<file path="config.mk">
export PLATFORM = sky130hd
export DESIGN_NAME = serial_adder_seq_flat
export DESIGN_NICKNAME = d
export VERILOG_FILES = /design/src/rtl/serial_adder_seq_if.sv /design/src/rtl/serial_adder_seq.sv /design/src/flat_wrapper.sv
export SDC_FILE = /design/constraint.sdc
export NUM_CORES = 1
export LEC_CHECK = 0
export CORE_ASPECT_RATIO = 1.1
export CORE_UTILIZATION = 49
export DETAILED_ROUTE_END_ITERATION = 16
export PLACE_DENSITY_LB_ADDON = 0.25
export SLEW_MARGIN = 20
export SYNTH_ARGS = -nofsm -noshare
export SYNTH_HDL_FRONTEND = slang
export SYNTH_SLANG_ARGS = --single-unit
</file>
<file path="constraint.sdc">
create_clock -name clk -period 1.5 [get_ports clk]
set_clock_uncertainty 0.15 [all_clocks]
set_input_delay 0.3 -clock clk [delete_from_list [all_inputs] [get_ports clk]]
set_output_delay 0.3 -clock clk [all_outputs]
set_load 0.02 [all_outputs]
</file>
<file path="src/rtl/serial_adder_seq_if.sv">
// Handshake/operand bundle for serial_adder_seq.
// The sub line exists only when SERIAL_ADDER_SUB_MODE_EN is defined.
interface serial_adder_seq_if #(
  parameter int WIDTH = 4
);
  logic             start;
  logic [WIDTH-1:0] a;
  logic [WIDTH-1:0] b;
  logic             cin;
`ifdef SERIAL_ADDER_SUB_MODE_EN
  logic             sub;
`endif
  logic             busy;
  logic             done;
  logic [WIDTH-1:0] sum;
  logic             cout;

  modport master (
`ifdef SERIAL_ADDER_SUB_MODE_EN
    output sub,
`endif
    output start, a, b, cin,
    input  busy, done, sum, cout
  );

  modport slave (
`ifdef SERIAL_ADDER_SUB_MODE_EN
    input  sub,
`endif
    input  start, a, b, cin,
    output busy, done, sum, cout
  );
endinterface

</file>
<file path="src/rtl/serial_adder_seq.sv">
// Bit-serial adder: one full-adder bit per clock, LSB first, start/busy/done handshake.
// Define SERIAL_ADDER_SUB_MODE_EN to add a subtract mode (sum = a - b, cout = no borrow).
module serial_adder_seq #(
  parameter int WIDTH = 4
) (
  input  logic               clk,
  input  logic               rst_n,
  serial_adder_seq_if.slave  bus
);
  localparam int CW = $clog2(WIDTH);
  localparam logic [CW-1:0] LAST = CW'(WIDTH - 1);

  typedef enum logic [1:0] {
    IDLE = 2'd0,
    RUN  = 2'd1,
    DONE = 2'd2
  } state_t;

  state_t           state_reg;
  logic [WIDTH-1:0] a_reg;
  logic [WIDTH-1:0] b_reg;
  logic             c_reg;
  logic [CW-1:0]    cnt_reg;
  logic [WIDTH-1:0] sum_reg;
  logic             cout_reg;
  logic             busy_reg;
  logic             done_reg;

  logic bit_sum;
  logic bit_carry;

  assign bit_sum   = a_reg[0] ^ b_reg[0] ^ c_reg;
  assign bit_carry = (a_reg[0] & b_reg[0]) | (a_reg[0] & c_reg) | (b_reg[0] & c_reg);

  always_ff @(posedge clk or negedge rst_n) begin
    if (!rst_n) begin
      state_reg <= IDLE;
      a_reg     <= '0;
      b_reg     <= '0;
      c_reg     <= 1'b0;
      cnt_reg   <= '0;
      sum_reg   <= '0;
      cout_reg  <= 1'b0;
      busy_reg  <= 1'b0;
      done_reg  <= 1'b0;
    end else begin
      case (state_reg)
        // DONE behaves like IDLE except it only lasts one cycle, so a start
        // in the done cycle chains straight into the next operation.
        IDLE, DONE: begin
          done_reg <= 1'b0;
          if (bus.start) begin
            a_reg <= bus.a;
`ifdef SERIAL_ADDER_SUB_MODE_EN
            b_reg <= bus.sub ? ~bus.b : bus.b;
            c_reg <= bus.sub | bus.cin;
`else
            b_reg <= bus.b;
            c_reg <= bus.cin;
`endif
            cnt_reg   <= '0;
            busy_reg  <= 1'b1;
            state_reg <= RUN;
          end else begin
            state_reg <= IDLE;
          end
        end
        RUN: begin
          sum_reg <= {bit_sum, sum_reg[WIDTH-1:1]};
          c_reg   <= bit_carry;
          a_reg   <= a_reg >> 1;
          b_reg   <= b_reg >> 1;
          cnt_reg <= cnt_reg + CW'(1);
          if (cnt_reg == LAST) begin
            cout_reg  <= bit_carry;
            busy_reg  <= 1'b0;
            done_reg  <= 1'b1;
            state_reg <= DONE;
          end
        end
        default: begin
          busy_reg  <= 1'b0;
          done_reg  <= 1'b0;
          state_reg <= IDLE;
        end
      endcase
    end
  end

  assign bus.busy = busy_reg;
  assign bus.done = done_reg;
  assign bus.sum  = sum_reg;
  assign bus.cout = cout_reg;
endmodule
</file>
<file path="src/flat_wrapper.sv">
// flat-port wrapper written by rule: the top's interface ports become plain ports
module serial_adder_seq_flat 
#(
  parameter int WIDTH = 4
)
  (clk, rst_n, bus_start, bus_a, bus_b, bus_cin, bus_busy, bus_done, bus_sum, bus_cout);
  serial_adder_seq_if #(.WIDTH(WIDTH)) bus_i ();
  input  logic clk;
  input  logic rst_n;
  input wire logic [$bits(bus_i.start)-1:0] bus_start;
  input wire logic [$bits(bus_i.a)-1:0] bus_a;
  input wire logic [$bits(bus_i.b)-1:0] bus_b;
  input wire logic [$bits(bus_i.cin)-1:0] bus_cin;
  output wire logic [$bits(bus_i.busy)-1:0] bus_busy;
  output wire logic [$bits(bus_i.done)-1:0] bus_done;
  output wire logic [$bits(bus_i.sum)-1:0] bus_sum;
  output wire logic [$bits(bus_i.cout)-1:0] bus_cout;
  assign bus_i.start = bus_start;
  assign bus_i.a = bus_a;
  assign bus_i.b = bus_b;
  assign bus_i.cin = bus_cin;
  assign bus_busy = bus_i.busy;
  assign bus_done = bus_i.done;
  assign bus_sum = bus_i.sum;
  assign bus_cout = bus_i.cout;
  serial_adder_seq #(.WIDTH(WIDTH)) u_core (.clk(clk), .rst_n(rst_n), .bus(bus_i));
endmodule
</file>
==> summary.txt <==
Outcome
  • Result of the run: finished, final reports clean

Finish
  • Final Non-Filler Cells: 110
  • Count of inserted antenna diode cells: 0
  • Area grow syn2layout: 26.9%
  • Fraction of layout instances using a drive strength above 1: 0.207
  • Final-stage net count: 107

Setup path
  • Data required time at the worst endpoint: 1.05 ns
  • Critical Path, Cell by Cell: dlygate4sd2_1
  • Register-to-register setup slack: 0.06 ns
  • Arrival time at the worst endpoint: 1.00 ns
  • Crit start category: flip-flop
  • Cell family with the largest share of critical-path delay: flip-flops
  • Max stage delay on crit path: 0.40 ns
  • Path type of the worst setup path: reg2out
  • Maximum fanout along the worst path: 3
  • Capturing element type of the critical path: output port
  • Slowest library cell on the worst path: dfrtp_1
  • Worst path buffer plus inverter count: 1

Routing
  • Detailed-routed wire length on met2: 719 microns
  • Initial drt markers: 7
  • Total routed wirelength: 1510 microns
  • Metal3 WL: 57 microns
  • Number of DRC violations after detailed routing: 0
  • Drt pass-1 iters: 5
  • Number of vias after detailed routing: 588
  • M1 WL: 723 microns
  • Count of nets left with antenna violations after detail routing: 0
  • WL/cell: 13.7 microns
  • Highest metal layer with signal wires: met4
  • Via density per instance: 5.35

Timing
  • Final cycle utilization of the critical path: 0.965
  • Slew at the pin closest to its max-slew limit: 0.243 ns
  • Final setup fails: 0
  • Worst slew margin: 0.838
  • Unrepaired setup endpoints after global routing: no
  • Hold violation total from the final report: 0
  • Max Fclk: 691 MHz
  • Max Slew Vio Count: 0
  • Clock period minus final worst setup slack: 1.45 ns
  • Worst Setup Slack, final: 0.0522 ns
  • Accumulated negative setup slack: 0 ns

Place
  • PortBufs: 18
  • Estimated wirelength of the detail-placed design: 1120 microns
  • Placed instance count: 106
  • Gp weighted congestion: 0.712
  • Post-place setup slack: -0.0441 ns

Floorplan
  • Row count: 16
  • Area of the core: 1800 sq um
  • Die width: 43.9 microns
  • Height of the die: 48.1 microns
  • Die ar.: 2110 sq um
  • Effective utilization at floorplan: 0.525
  • Num ports: 19

Synth
  • Number of register bits inferred by synthesis: 19
  • Flip-flop cell with the highest count after synthesis: dfrtp_1
  • Netlist Area Pre-Place: 946 sq um
  • Synthesized area divided by synthesized cell count: 13.7 sq um
  • Synth cell types: 19
  • Most numerous cell in the Yosys netlist: mux2i_1
  • Top cell types by occurrence after synthesis: mux2i_1, dfrtp_1, mux2_2
  • EDFF count, synth: 0
  • Syn_nets: 83
  • Register area share after synthesis: 0.503
  • Synth area leaders: dfrtp_1, mux2i_1, mux2_2
  • Proportion of netlist area held by the largest area contributor: 0.503
  • Area leader, netlist: dfrtp_1
  • Async set-reset flop share out of synthesis: 1.00
  • Cell count after synthesis: 69
  • Total number of yosys warnings: 0

Global routing
  • Number of antenna violations at the first check in global routing: 0
  • Overall routing resource usage: 0.163
  • Global-route wire length before repair: 2490 microns
  • Vias in the first global route: 569
  • Overall overflow remaining after global route: 0
  • Pin count of the biggest net entering global routing: 20

Clocking
  • Clock Pin Slew Worst Setup and Hold Paths: 0.11 ns
  • Total clock buffers created by CTS: 3
  • TritonCTS clock tree: yes
  • Source-to-sink clock delay at the later pin of the worst-skew pair: 0.28 ns
  • Root Driver: clkbuf_4
  • Number of buffers on the longest clock path: 2
  • Number of clock sinks: 19
  • Htree depth: 1
  • CTS hold repair buffers: 0

Min path
  • Path type of the worst min-delay path: in2async

Pwr
  • Worst-case vdd ir drop: 0.982 mV
  • Pwr Total: 2.28 mW
  • Areal power density over the cells: 1900 nW/um^2
  • Cell leakage power: 0.575 nW

Flow run
  • Number of maximum-capacitance violations: 0
worst reg2reg max path, stage by stage (launching register included):
cell     delay [ns]
dfrtp_1        0.42
ha_1           0.29
mux2_2         0.26
a22o_1         0.22
routing by layer:
| layer | up-vias | track usage |
|---|---|---|
| li1 | 293 | - |
| met2 | 14 | 0.275 |
| met3 | 2 | 0.0340 |
| met1 | 279 | 0.214 |
| met5 | - | 0 |
| met4 | 0 | 0.0545 |
path summary, 6_finish.rpt:
path,startpoint,end,cells after the start
min in group clk,u_core.bus.sum[0],u_core.bus.sum[0],1
max in group asynchronous,rst_n,u_core.bus.sum[2],2
hold reg to reg,u_core.bus.sum[0],u_core.bus.sum[0],1
hold / removal,rst_n,u_core.bus.cout,2
setup / recovery,u_core.bus.sum[3],bus_sum[3],1
setup reg to reg,u_core.cnt_reg[0],u_core.cnt_reg[1],3
power by group:
group | total, mW | internal, mW | switching [mW]
Combinational | 1.11 | 0.620 | 0.492
Clock | 0.249 | 0.0989 | 0.150
Sequential | 0.916 | 0.742 | 0.174
kinds of logic after synthesis:
kind of cell | count (synthesis) | synth area share
adders and majority gates | 2 | 0.0344
buffers and inverters | 5 | 0.0370
xor gates and xnor gates | 1 | 0.00926
DFF | 19 | 0.503
muxes | 30 | 0.331
AOI/OAI and AO/OA | 5 | 0.0384
and+or+nand+nor | 7 | 0.0476
area by class of cell:
class / count / area, sq um
flip-flops and latches: 19 / 475
multi-input cells: 45 / 435
clock inverters: 1 / 5.00
inverters: 1 / 3.75
repair buffers: 23 / 235
clock buffers: 3 / 22.5
well taps: 18 / 22.5
fillers: 142 / 602
per-stage QoR:
stage / hold WS (ns) / cell area [sq um] / util
finish: 0.185 / 1200 / 0.666
global route: 0.197 / 1200 / 0.666
CTS: 0.190 / 1200 / 0.666
detailed placement: 0.345 / 1180 / 0.655
global placement: 0.340 / 1180 / 0.655
floorplan: -0.146 / 946 / -
cells in the final DEF (no fill, tap or decap), types with 3 or more instances in the layout:
master            n
mux2i_1          23
mux2_2            6
buf_4             3
clkbuf_4          3
clkdlybuf4s15_1   4
clkdlybuf4s50_1  11
dfrtp_1          19
repair_timing:
item / in CTS / in global routing
endpoints found under the setup margin: 7 / 5
gates resized for setup: 8 / 5
buffers inserted: 0 / 0
No activity file was read; power rests on OpenSTA's default activity.
